[src/rtl/mem_access_pkg.sv]
`default_nettype none
// ============================================================================
// Module  : mem_access_pkg
// Brief   : Shared types and constants for the memory access sequencer.
// Revision: 1.0 - initial release
// ============================================================================
package mem_access_pkg;

    typedef enum logic [1:0] {
        IDLE = 2'd0,
        ADDR = 2'd1,
        WAIT = 2'd2,
        RESP = 2'd3
    } state_e;

    localparam int REQ_IF      = 0;
    localparam int REQ_LS      = 1;
    localparam int MEM_LAT_DEF = 2;
    localparam int CNT_W       = 4;

endpackage : mem_access_pkg
`default_nettype wire

[src/rtl/mem_access_ctrl_rr_arb2.sv]
`default_nettype none
// ============================================================================
// Module  : rr_arb2
// Brief   : Two-input round-robin arbiter with request mask and one-hot grant.
// Revision: 1.0 - initial release
// ============================================================================
module rr_arb2
    import mem_access_pkg::*;
(
    input  logic       clk,
    input  logic       reset,
    input  logic [1:0] req_i,
    input  logic [1:0] mask_i,
    input  logic       update_i,
    output logic [1:0] gnt_o
);

    logic       last_q;
    logic [1:0] w_req;

    // On a tie the requester that was not served last wins.
    always_comb begin
        w_req = req_i & ~mask_i;
        gnt_o = w_req;
        if (w_req == 2'b11) begin
            gnt_o = last_q ? 2'b01 : 2'b10;
        end
    end

    always_ff @(posedge clk or posedge reset) begin
        if (reset) begin
            last_q <= 1'b1;
        end else if (update_i && (|gnt_o)) begin
            last_q <= gnt_o[REQ_LS];
        end
    end

endmodule : rr_arb2
`default_nettype wire

[src/rtl/mem_access_ctrl.sv]
`default_nettype none
// ============================================================================
// Module  : mem_access_ctrl
// Brief   : Arbitrates fetch and load/store requests onto the MAR/memory path.
// Revision: 1.0 - initial release
// ============================================================================
module mem_access_ctrl
    import mem_access_pkg::*;
#(
    parameter int ADDR_W  = 16,
    parameter int DATA_W  = 16,
    parameter int MEM_LAT = MEM_LAT_DEF
) (
    input  logic              clk,
    input  logic              reset,
    input  logic              if_req,
    input  logic [ADDR_W-1:0] if_addr,
    output logic              if_done,
    input  logic              ls_req,
    input  logic              ls_we,
    input  logic [ADDR_W-1:0] ls_addr,
    input  logic [DATA_W-1:0] ls_wdata,
    output logic              ls_done,
    output logic [DATA_W-1:0] rdata,
    output logic              mar_load,
    output logic [ADDR_W-1:0] mar_addr,
    output logic              mem_we,
    output logic [DATA_W-1:0] mem_wdata,
    input  logic [DATA_W-1:0] mem_rdata,
    output logic              busy
);

    localparam logic [CNT_W-1:0] C_CNT_LOAD = CNT_W'(MEM_LAT - 1);

    state_e            state_q, state_d;
    logic [CNT_W-1:0]  cnt_q, cnt_d;
    logic              who_q, who_d;
    logic [ADDR_W-1:0] addr_q, addr_d;
    logic              we_q, we_d;
    logic [DATA_W-1:0] wdata_q, wdata_d;
    logic [DATA_W-1:0] rdata_q, rdata_d;

    logic [1:0]        w_mask;
    logic              w_update;
    logic [1:0]        w_gnt;

    rr_arb2 u_arb (
        .clk      (clk),
        .reset    (reset),
        .req_i    ({ls_req, if_req}),
        .mask_i   (w_mask),
        .update_i (w_update),
        .gnt_o    (w_gnt)
    );

    always_comb begin
        state_d  = state_q;
        cnt_d    = cnt_q;
        who_d    = who_q;
        addr_d   = addr_q;
        we_d     = we_q;
        wdata_d  = wdata_q;
        rdata_d  = rdata_q;
        w_mask   = 2'b00;
        w_update = 1'b0;

        case (state_q)
            IDLE: begin
                w_update = 1'b1;
            end
            ADDR: begin
                cnt_d   = C_CNT_LOAD;
                state_d = WAIT;
            end
            WAIT: begin
                if (cnt_q == '0) begin
                    if (!we_q) begin
                        rdata_d = mem_rdata;
                    end
                    state_d = RESP;
                end else begin
                    cnt_d = cnt_q - 1'b1;
                end
            end
            RESP: begin
                // Grantee's req is still high here; keep it from winning again.
                w_mask[REQ_IF] = ~who_q;
                w_mask[REQ_LS] = who_q;
                w_update       = 1'b1;
                state_d        = IDLE;
            end
            default: state_d = IDLE;
        endcase

        if (w_update && (|w_gnt)) begin
            who_d   = w_gnt[REQ_LS];
            addr_d  = w_gnt[REQ_LS] ? ls_addr : if_addr;
            we_d    = w_gnt[REQ_LS] & ls_we;
            wdata_d = ls_wdata;
            state_d = ADDR;
        end
    end

    always_ff @(posedge clk or posedge reset) begin
        if (reset) begin
            state_q <= IDLE;
            cnt_q   <= '0;
            who_q   <= 1'b0;
            addr_q  <= '0;
            we_q    <= 1'b0;
            wdata_q <= '0;
            rdata_q <= '0;
        end else begin
            state_q <= state_d;
            cnt_q   <= cnt_d;
            who_q   <= who_d;
            addr_q  <= addr_d;
            we_q    <= we_d;
            wdata_q <= wdata_d;
            rdata_q <= rdata_d;
        end
    end

    assign mar_load  = (state_q == ADDR);
    assign mar_addr  = addr_q;
    assign mem_we    = (state_q == WAIT) && we_q;
    assign mem_wdata = (state_q == WAIT) ? wdata_q : '0;
    assign if_done   = (state_q == RESP) && !who_q;
    assign ls_done   = (state_q == RESP) && who_q;
    assign busy      = (state_q != IDLE);
    assign rdata     = rdata_q;

endmodule : mem_access_ctrl
`default_nettype wire

[config.mk]
export PLATFORM = sky130hd
export DESIGN_NAME = mem_access_ctrl
export DESIGN_NICKNAME = d
export VERILOG_FILES = /design/src/rtl/mem_access_pkg.sv /design/src/rtl/mem_access_ctrl_rr_arb2.sv /design/src/rtl/mem_access_ctrl.sv
export SDC_FILE = /design/constraint.sdc
export NUM_CORES = 1
export LEC_CHECK = 0
export ABC_CLOCK_PERIOD_IN_PS = 3000
export CAP_MARGIN = 15
export CORE_ASPECT_RATIO = 1.1
export CORE_UTILIZATION = 30
export DETAILED_ROUTE_END_ITERATION = 10
export GPL_ROUTABILITY_DRIVEN = 0
export SLEW_MARGIN = 30
export SYNTH_ARGS = -nofsm -noshare
export SYNTH_HDL_FRONTEND = slang
export SYNTH_HIERARCHICAL = 1
export SYNTH_SLANG_ARGS = --single-unit
[constraint.sdc]
create_clock -name clk -period 3 [get_ports clk]
set_clock_uncertainty 0.15 [all_clocks]
set_input_delay 0.6 -clock clk [delete_from_list [all_inputs] [get_ports clk]]
set_output_delay 0.6 -clock clk [all_outputs]
set_load 0.05 [all_outputs]
-- After elaboration in Yosys (flattened, before gate mapping)
Cells that the tools add are included.
- add/subtract/negate cells: 1
- bitwise gates (word level): 5
- equality and inequality tests: 6
- reduce and logical (&&, ||, !) cells: 15
- muxes and demuxes: 11
- operators by type and width (operator ; count):
    16-bit two-way mux ; 2
    2-bit two-way mux ; 5
    4-bit one-hot mux with 2 select lines ; 1
    2-bit == test (second input constant) ; 3
    2-bit one-hot mux with 3 select lines ; 1
    1-bit logical AND ; 4
    4-bit logical NOT ; 1
    4-bit two-way mux ; 1
    2-bit AND reduction ; 2
    2-bit nonzero test ; 2
    4-bit nonzero test ; 1
    2-bit OR reduction ; 2
    4-bit by 1-bit subtractor with 4-bit output (second input constant) ; 1
    3-bit inequality test (second input constant) ; 1
    3-bit AND reduction ; 1
    2-bit AND ; 1
    2-bit by 1-bit == test with 1-bit output (second input constant) ; 1
    2-bit logical NOT ; 1
    2-bit inequality test (second input constant) ; 1
    1-bit inverter ; 2
    2-bit inverter ; 1
    1-bit AND ; 1
    1-bit logical NOT ; 1
    1-bit two-way mux ; 1
- word-level logic and storage cells: 46
- input port bits: 69
- register bits after elaboration: 57

-- Longest topological paths before layout
Gate-level depths: netlist (run 1).
- depth in word-level cells: 10
- depth in mapped cells: 10
- depth with buffers taken out: 7

-- By module
The synthesis (run 1) kept the hierarchy.
- modules (own cells, without submodules) (module ; instances ; area an instance (µm²) ; cells each):
    mem_access_ctrl ; 1 ; 2647.5 ; 243
    rr_arb2 ; 1 ; 85.1 ; 9

-- Least setup slack after synthesis (run 1)
Ideal clock, no wire load.
- path type: flip-flop to flip-flop
- from: reg state_q[0]
- to: reg who_q
- path slack: 269 ps
- stages on the path, launching flop included: 9
- arrival time: 2453 ps
- period minus slack after synthesis: 2731 ps
- path through: dfrtp_1 > ha_1 > nor2b_1 > nor2b_4 > a21oi_1 > buf_6 > o21ba_2 > buf_4 > mux2_1
- longest elaborated chain between the ends: 8
- elaborated cells between the ends (all ways): 11
- classes of those cells: 2 x eq/ne; 3 x mux; 2 x bitwise; 4 x reduce/logical
- RTL lines (what ; RTL line ; text):
    from (decl) ; mem_access_ctrl.sv:35 ; state_e state_q, state_d;
    from (signal assigned) ; mem_access_ctrl.sv:114 ; state_q <= state_d;
    2-bit == test (*) ; mem_access_ctrl.sv:67 ; case (state_q)
    2-bit two-way mux (*) ; mem_access_ctrl.sv:67 ;
    2-bit inverter (*) ; mem_access_ctrl_rr_arb2.sv:23 ; w_req = req_i & ~mask_i;
    2-bit AND (*) ; mem_access_ctrl_rr_arb2.sv:23 ;
    2-bit == test ; mem_access_ctrl_rr_arb2.sv:25 ; if (w_req == 2'b11) begin
    2-bit two-way mux (*) ; mem_access_ctrl_rr_arb2.sv:25 ;
    via w_gnt[1] ; mem_access_ctrl.sv:45 ; logic [1:0] w_gnt;
    2-bit OR reduction ; mem_access_ctrl.sv:95 ; if (w_update && (|w_gnt)) begin
    1-bit logical AND ; mem_access_ctrl.sv:95 ;
    to (signal assigned) ; mem_access_ctrl.sv:116 ; who_q <= who_d;
    to (decl) ; mem_access_ctrl.sv:37 ; logic who_q, who_d;
Mark *: on every way through the listed nets, which the timed path passes. The rest lies on a longest branch.
A chain may end at the register's enable or synchronous reset.

-- Worst setup path after layout (run 1)
- from: reg state_q[1]
- to: out mar_load
- longest elaborated chain between the ends: 1
- RTL lines (what ; RTL line ; text):
    2-bit by 1-bit == test with 1-bit output ; mem_access_ctrl.sv:124 ; assign mar_load = (state_q == ADDR);
    to (decl) ; mem_access_ctrl.sv:25 ; output logic mar_load,
Every way passes these cells.

==> impl_metrics.yaml, run 1 <==
clocking:
  clock_latency_ns: 0.33
  cts.sinks: 57
  cts_tree: "done"
  cts_htree_levels: 3
  root_buffer: "clkbuf_8"
  numCtsBuffers: 9
  clockBufferDepth: 2
  path_clk_slew_ns: 0.07
timing:
  period_minus_slack_ns: 2.77
  setup_viol: 0
  finalSetupTns_ns: 0
  post-route-period-util: 0.924
  tightest_slew_ns: 0.537
  drv_slew: 0
  hold_viol_final: 0
  slew_headroom: 0.641
  rsz0062_at_grt: "false"
  fin_ws_ns: 0.227
  finalHoldWorstSlack_ns: 0.316
  max_freq_mhz: 361
yosys:
  netlist_area_um2: 2730
  syn-num-nets: 328
  synth-seq-cells: 57
  synthArstFlopShare: 1.00
  syn_area_per_cell_um2: 10.8
  synth_cells: 252
  synth-seq-area-share: 0.522
  synth_cell_types: 34
  synthFlopType: "dfrtp_1"
  yosys_warnings: 6
  synth-edff-count: 0
global_routing:
  first_global_vias: 2273
  grt_pass1_wl_mm: 10.3
  grt_util_all_layers: 0.140
  grt_max_degree: 35
  overflow: 0
  antenna_found_initial: 0
min_path:
  min_path_cells: 2
  hp-class: "flip-flop to flip-flop"
layout:
  fin_area_um2: 4460
  areaGrowthSynthToFinish_pct: 63.0
  drive_gt1_frac: 0.168
  final_cell_mix: "103 x clkdlybuf4s50_1, 68 x nand2_1, 56 x dfrtp_1"
  final_cells: 496
  diodes: 0
  final_common_cell: "clkdlybuf4s50_1"
  final_nets: 454
placement:
  port_buffers: 121
  placed_cell_area_um2: 4240
  placed_cells: 481
  post-place-ws_ns: 0.461
  dp_hpwl_mm: 4.73
drt:
  viasPerCell: 4.29
  wl_per_cell_um: 12.8
  ant_nets: 0
  first_pass_iters: 4
  num_vias: 2128
  drt-total-wl_mm: 6.34
  first_iter_violations: 64
  drc_errors: 0
worst_setup_path:
  crit_type: "flip-flop to output port"
  r2r_setup_slack_ns: 0.75
  r2r_cells: 7
  start_kind: "flip-flop"
  critPathRequiredTime_ns: 2.25
  crit_arrival_ns: 2.02
  end_kind: "output port"
  crit_fanout: 6
floorplan:
  io_pins: 122
  die_x_um: 93
  start_util: 0.308
  coreArea_um2: 8870
  die_area_um2: 9500
  die_y_um: 102
  num_rows: 36
outcome:
  outcome: "completed"
power:
  ir_drop_mv: 0.555
  powerDensity_nw_per_um2: 1170
  power.leakage_nw: 2.00
flow_run:
  drv_cap: 0
==> metal layers <==
metal,GRT usage,routed length [um],vias to the layer above
met5,0,0,-
met4,0.0426,62,0
met3,0.0513,480,7
met2,0.236,3090,74
met1,0.168,2710,972
li1,-,-,1075
==> logic make-up after synthesis <==
| group | Yosys count | synth area share |
|---|---|---|
| and+or+nand+nor | 98 | 0.178 |
| DFF | 57 | 0.522 |
| muxes | 36 | 0.153 |
| AOI/OAI and AO/OA | 32 | 0.0710 |
| buffers and inverters | 22 | 0.0435 |
| adders and majority gates | 7 | 0.0320 |
==> Yosys cell counts (all sizes together), types with 3 or more instances <==
cell     n  share of area
mux2    17          0.084
clkbuf   7         0.0096
ha       7          0.032
o21ai   21          0.038
dfrtp   56           0.51
and2    18          0.041
mux2i   19          0.070
inv      9          0.012
nand2b   3         0.0069
buf      6          0.022
nand2   68          0.093
==> path summary, 6_finish.rpt <==
path / from / to
worst max-delay path: state_q[1] / mar_load
worst min-delay path: wdata_q[14] / wdata_q[14]
worst max register to register: state_q[0] / mar_addr[11]
worst min register to register: wdata_q[14] / wdata_q[14]
max in group asynchronous: reset / rdata[14]
min in group asynchronous: reset / u_arb/last_q
==> power by group <==
part           total, mW  leakage, nW  internal, mW  switching, mW
sequential          1.37        0.702          1.16          0.212
clock              0.756        0.112         0.468          0.288
combinational       3.09         1.19          1.23           1.86
==> cell type report <==
cell class,instances,area [um^2]
Clock inverter,2,35.0
Timing Repair Buffer,128,1440
Clock buffer,13,179
Inverter,9,33.8
Fill cell,800,4420
Sequential cell,57,1430
Tap cell,114,143
Multi-Input combinational cell,173,1200
==> sequential cells by signal, summed over array words and instances (netlist names) <==
signal and count:
wdata_q 16, state_q 2, who_q 1, u_arb/last_q 1
we_q 1, mar_addr 16, rdata 16, cnt_q 4
==> repair_timing <==
item,4_1_cts,5_1_grt
endpoints found under the setup margin,0,1
setup buffers,0,0
resized for setup,0,1
hold buffers,0,0
==> through the flow <==
step	util	power [mW]
floorplan	-	3.43
global placement	0.478	4.46
detailed placement	0.478	4.51
CTS	0.502	5.29
global route	0.502	5.54
finish	0.502	5.21
==> worst max-delay path, stage by stage, from the launching register on <==
cell and delay (ns):
dfrtp_1 0.42, inv_1 0.12, ha_1 0.30, clkdlybuf4s50_1 0.86
(Power assumes the default switching activity.)
==> run 2: changes to the inputs <==
--- a/config.mk
+++ b/config.mk
@@ -9,6 +9,7 @@
 export CAP_MARGIN = 15
 export CORE_ASPECT_RATIO = 1.1
 export CORE_UTILIZATION = 30
+export CTS_BUF_LIST = sky130_fd_sc_hd__clkbuf_2
 export DETAILED_ROUTE_END_ITERATION = 10
 export GPL_ROUTABILITY_DRIVEN = 0
 export SLEW_MARGIN = 30
==> run 2 against run 1 <==
Effect of this change:
- non-clock buffer count unchanged
- design area down 2.7%
- sequential cell count unchanged
- via count about the same
- first-iteration DRC count up 16%
- total power down 6.2%
- clock-buffer cell count down 4
- largest cell class unchanged
- worst setup slack worse by 0.062 ns
- critical path depth unchanged
==> impl_metrics.yaml, run 2 (same netlist as run 1, synthesis figures left out) <==
outcome:
  outcome: "completed"
worst_setup_path:
  start_kind: "flip-flop"
  crit_type: "flip-flop to output port"
  reg2reg_from: "state_q[0]"
  r2r_cells: 7
  crit_fanout: 4
  critPathTopFamily: "buffers and inverters"
  r2r_end: "mar_addr[5]"
  end_kind: "output port"
  path_cells: "ha_1 > and2_1 > clkdlybuf4s50_1"
  r2r_setup_slack_ns: 0.71
  critPathMaxStageDelay_ns: 0.80
  critPathBufInv: 1
  crit_arrival_ns: 2.09
  slowest_stage: "clkdlybuf4s50_1"
  critPathRequiredTime_ns: 2.25
drt:
  viasPerCell: 4.29
  first_iter_violations: 74
  wl_per_cell_um: 12.7
  first_pass_iters: 4
  num_vias: 2130
  drt-total-wl_mm: 6.29
  ant_nets: 0
  drc_errors: 0
global_routing:
  grt_pass1_wl_mm: 10.2
  grt_max_degree: 35
  antenna_found_initial: 0
  first_global_vias: 2264
  grt_util_all_layers: 0.140
  overflow: 0
layout:
  final_common_cell: "clkdlybuf4s50_1"
  final_cell_mix: "102 x clkdlybuf4s50_1, 68 x nand2_1, 56 x dfrtp_1"
  nFillCells: 815
  final_nets: 454
  diodes: 0
  areaGrowthSynthToFinish_pct: 58.7
  drive_gt1_frac: 0.157
timing:
  setup_viol: 0
  rsz0062_at_grt: "false"
  max_freq_mhz: 353
  slew_headroom: 0.641
  drv_slew: 0
  finalHoldWorstSlack_ns: 0.287
  finalSetupTns_ns: 0
  tightest_slew_ns: 0.537
  period_minus_slack_ns: 2.84
  post-route-period-util: 0.945
  hold_viol_final: 0
floorplan:
  die_area_um2: 9500
  coreArea_um2: 8870
  io_pins: 122
  die_x_um: 93
  start_util: 0.308
  die_y_um: 102
  num_rows: 36
placement:
  port_buffers: 121
  dp_hpwl_mm: 4.73
clocking:
  numCtsBuffers: 9
  cts.sinks: 57
  clock_latency_ns: 0.46
  cts_htree_levels: 3
  root_buffer: "clkbuf_2"
  clockBufferDepth: 2
  cts_hold_buf: 0
  path_clk_slew_ns: 0.17
  post-cts-setup-buffer-count: 0
  cts_tree: "done"
power:
  power_frac_clock: 0.091
  power_frac_seq: 0.279
  power.leakage_nw: 1.95
  power_frac_comb: 0.630
  powerDensity_nw_per_um2: 1130
  switching_share: 0.478
  p_int_mw: 2.55
  ir_drop_mv: 0.480
  switching_power_mw: 2.33
min_path:
  hp-class: "primary input to asynchronous set/reset pin"
flow_run:
  drv_cap: 0
## run 2: cell count changes in the layout (fill, tap and decap cells not counted), sizes merged
cell / before / now
dlygate4sd2: 0 / 1
clkdlybuf4s50: 103 / 102
clkbuf: 13 / 9
clkinv: 1 / 5
## run 2: cell type report
| cell class | count | area, um^2 | area share |
|---|---|---|---|
| multi-input combinational | 173 | 1200 | 0.277 |
| clock inverter | 6 | 50.0 | 0.0115 |
| tap | 114 | 143 | 0.0329 |
| clock buffer | 9 | 45.0 | 0.0104 |
| timing repair buffer | 128 | 1440 | 0.331 |
| inverter | 9 | 33.8 | 0.00779 |
| sequential | 57 | 1430 | 0.329 |
## run 2: metrics by stage
step / setup WS, ns / std cells / util / area (um^2) / power [mW]
floorplan: 0.269 / 252 / - / 2730 / 3.43
global placement: 0.506 / 481 / 0.478 / 4240 / 4.46
detailed placement: 0.461 / 481 / 0.478 / 4240 / 4.51
CTS: 0.0386 / 496 / 0.488 / 4330 / 4.96
global route: 0.00750 / 496 / 0.489 / 4340 / 5.22
finish: 0.165 / 496 / 0.489 / 4340 / 4.89
## run 2: power by group through the flow
stage | clock (mW) | combinational (mW) | sequential [mW]
floorplan | 0 | 1.35 | 2.09
global placement | 0 | 3.10 | 1.36
detailed placement | 0 | 3.13 | 1.37
CTS | 0.465 | 3.13 | 1.36
global route | 0.501 | 3.31 | 1.41
finish | 0.446 | 3.08 | 1.36
## run 2: how the worst max path moves through the flow
stage                          end       start  slack (ns)  cells past startpoint
after floorplan              who_q  state_q[0]        0.27                      8
after global placement     if_done  state_q[0]        0.51                      3
after detailed placement   if_done  state_q[0]        0.46                      3
after CTS                 mar_load  state_q[1]        0.04                      3
after global routing        mem_we  state_q[0]       0.008                      5
final                      ls_done  state_q[0]        0.16                      3
## run 2: layer usage
metal | vias up | track usage | part of all wire
met5 | - | 0 | 0
met4 | 0 | 0.0426 | 0.0078
met3 | 6 | 0.0580 | 0.074
met2 | 71 | 0.231 | 0.48
met1 | 974 | 0.168 | 0.43
li1 | 1079 | - | -
## run 2: repair_timing
action	CTS	global route
gates cloned	0	0
pin swaps	0	0
endpoints found under the setup margin	1	1
resized for setup	1	1
==> run 3: changes to the inputs <==
--- a/config.mk
+++ b/config.mk
@@ -5,9 +5,10 @@
 export SDC_FILE = /design/constraint.sdc
 export NUM_CORES = 1
 export LEC_CHECK = 0
-export ABC_CLOCK_PERIOD_IN_PS = 3000
+export ABC_CLOCK_PERIOD_IN_PS = 2800
 export CAP_MARGIN = 15
 export CORE_ASPECT_RATIO = 1.1
+export CORE_MARGIN = 2
 export CORE_UTILIZATION = 30
 export CTS_BUF_LIST = sky130_fd_sc_hd__clkbuf_2
 export DETAILED_ROUTE_END_ITERATION = 10
==> constraint.sdc (replaced) <==
create_clock -name clk -period 2.8 [get_ports clk]
set_clock_uncertainty 0.15 [all_clocks]
set_input_delay 0.56 -clock clk [delete_from_list [all_inputs] [get_ports clk]]
set_output_delay 0.56 -clock clk [all_outputs]
set_load 0.05 [all_outputs]
==> run 3 against run 2 <==
Effect of this change:
- die area rose by 4.2%
- cell count did not move
- critical path depth did not move
- clock-buffer cell count rose by 1
==> impl_metrics.yaml, run 3 (same netlist as run 1, synthesis figures left out) <==
timing:
  period_minus_slack_ns: 2.62
  finalSetupTns_ns: 0
  slew_headroom: 0.635
  finalHoldWorstSlack_ns: 0.271
  hold_viol_final: 0
  rsz0062_at_grt: "false"
  tightest_slew_ns: 0.546
  setup_viol: 0
  drv_slew: 0
  post-route-period-util: 0.935
  max_freq_mhz: 382
worst_setup_path:
  critical_path.startpoint: "state_q[1]"
  reg2reg_from: "state_q[1]"
  crit_fanout: 6
  critPathRequiredTime_ns: 2.09
  crit_type: "flip-flop to output port"
  r2r_cells: 7
  end_kind: "output port"
  start_kind: "flip-flop"
  r2r_end: "mar_addr[5]"
  r2r_setup_slack_ns: 0.51
  crit_arrival_ns: 1.91
global_routing:
  grt_pass1_wl_mm: 11.1
  overflow: 0
  antenna_found_initial: 0
  grt_util_all_layers: 0.143
  first_global_vias: 2297
  grt_max_degree: 36
clocking:
  clockBufferDepth: 2
  path_clk_slew_ns: 0.17
  cts_tree: "done"
  post-cts-setup-buffer-count: 0
  clock_latency_ns: 0.46
  cts.sinks: 57
  cts_htree_levels: 3
  postCtsResizedCells: 4
  cts_hold_buf: 0
  root_buffer: "clkbuf_2"
  numCtsBuffers: 9
layout:
  drive_gt1_frac: 0.173
  nFillCells: 823
  final_common_cell: "clkdlybuf4s50_1"
  diodes: 0
  areaGrowthSynthToFinish_pct: 60.4
  final_cell_mix: "100 x clkdlybuf4s50_1, 68 x nand2_1, 56 x dfrtp_1"
  final_cells: 496
  post-route-util: 0.494
  fin_area_um2: 4380
  final_nets: 453
floorplan:
  die_x_um: 95
  start_util: 0.308
  num_rows: 36
  io_pins: 122
  die_area_um2: 9890
  die_y_um: 104
  coreArea_um2: 8870
drt:
  drt-total-wl_mm: 6.59
  first_iter_violations: 45
  wl_per_cell_um: 13.3
  drc_errors: 0
  first_pass_iters: 4
  ant_nets: 0
  num_vias: 2193
  viasPerCell: 4.42
power:
  power_frac_seq: 0.272
  p_int_mw: 2.84
  switching_power_mw: 2.54
  power_frac_clock: 0.112
  power.leakage_nw: 1.96
  ir_drop_mv: 0.584
  powerDensity_nw_per_um2: 1230
  switching_share: 0.472
  power_frac_comb: 0.616
placement:
  dp_hpwl_mm: 4.95
  port_buffers: 121
  placed_cells: 480
  placed_cell_area_um2: 4240
flow_run:
  drv_cap: 0
outcome:
  outcome: "completed"
min_path:
  hp-class: "primary input to asynchronous set/reset pin"
-- run 3: cell count changes in the layout (fill, tap and decap cells not counted), sizes merged --
cell,delta
clkinv,-2
clkinvlp,+1
clkbuf,+1
bufinv,+1
dlygate4sd2,+2
clkdlybuf4s50,-2
dlymetal6s2s,-1
-- run 3: worst max path at each step --
stage / to / slack, ns / cells past startpoint
2_1_floorplan: who_q / 0.07 / 8
4_1_cts: mem_wdata[9] / 0.08 / 5
3_3_place_gp: mar_load / 0.50 / 3
3_5_place_dp: mar_addr[5] / 0.45 / 6
6_report: mar_load / 0.18 / 3
5_1_grt: mar_load / 0.07 / 3
-- run 3: per-stage QoR --
| step | worst slack [ns] | power [mW] |
|---|---|---|
| after global placement | 0.502 | 4.79 |
| after CTS | 0.0823 | 5.45 |
| after global routing | 0.0700 | 5.75 |
| after floorplan | 0.0691 | 3.68 |
| after detailed placement | 0.450 | 4.85 |
| final | 0.182 | 5.38 |
-- run 3: layer usage --
layer  part of all wire  global-route usage  up-vias
met4              0.020              0.0642        0
li1                   -                   -     1078
met1               0.41               0.169     1033
met3              0.067              0.0420       11
met2               0.50               0.235       71
met5                  0                   0        -
-- run 3: final cells by class --
type	instances	area [um^2]	share of cell area
Clock buffer	10	50.0	0.0114
Clock inverter	6	82.6	0.0188
Inverter	9	33.8	0.00771
Multi-Input combinational cell	173	1210	0.277
Sequential cell	57	1430	0.326
Tap cell	114	143	0.0325
Timing Repair Buffer	127	1430	0.327
-- run 3: critical path, stage by stage, from the launching register on --
cell,delay (ns)
dfrtp_1,0.47
inv_1,0.13
ha_1,0.28
dlygate4sd2_1,0.57
-- run 3: power by group through the flow --
stage               clock [mW]  sequential, mW  combinational (mW)
floorplan                    0            2.23                1.44
global placement             0            1.46                3.33
detailed placement           0            1.48                3.37
CTS                      0.630            1.46                3.36
global route             0.659            1.53                3.57
finish                   0.604            1.46                3.31
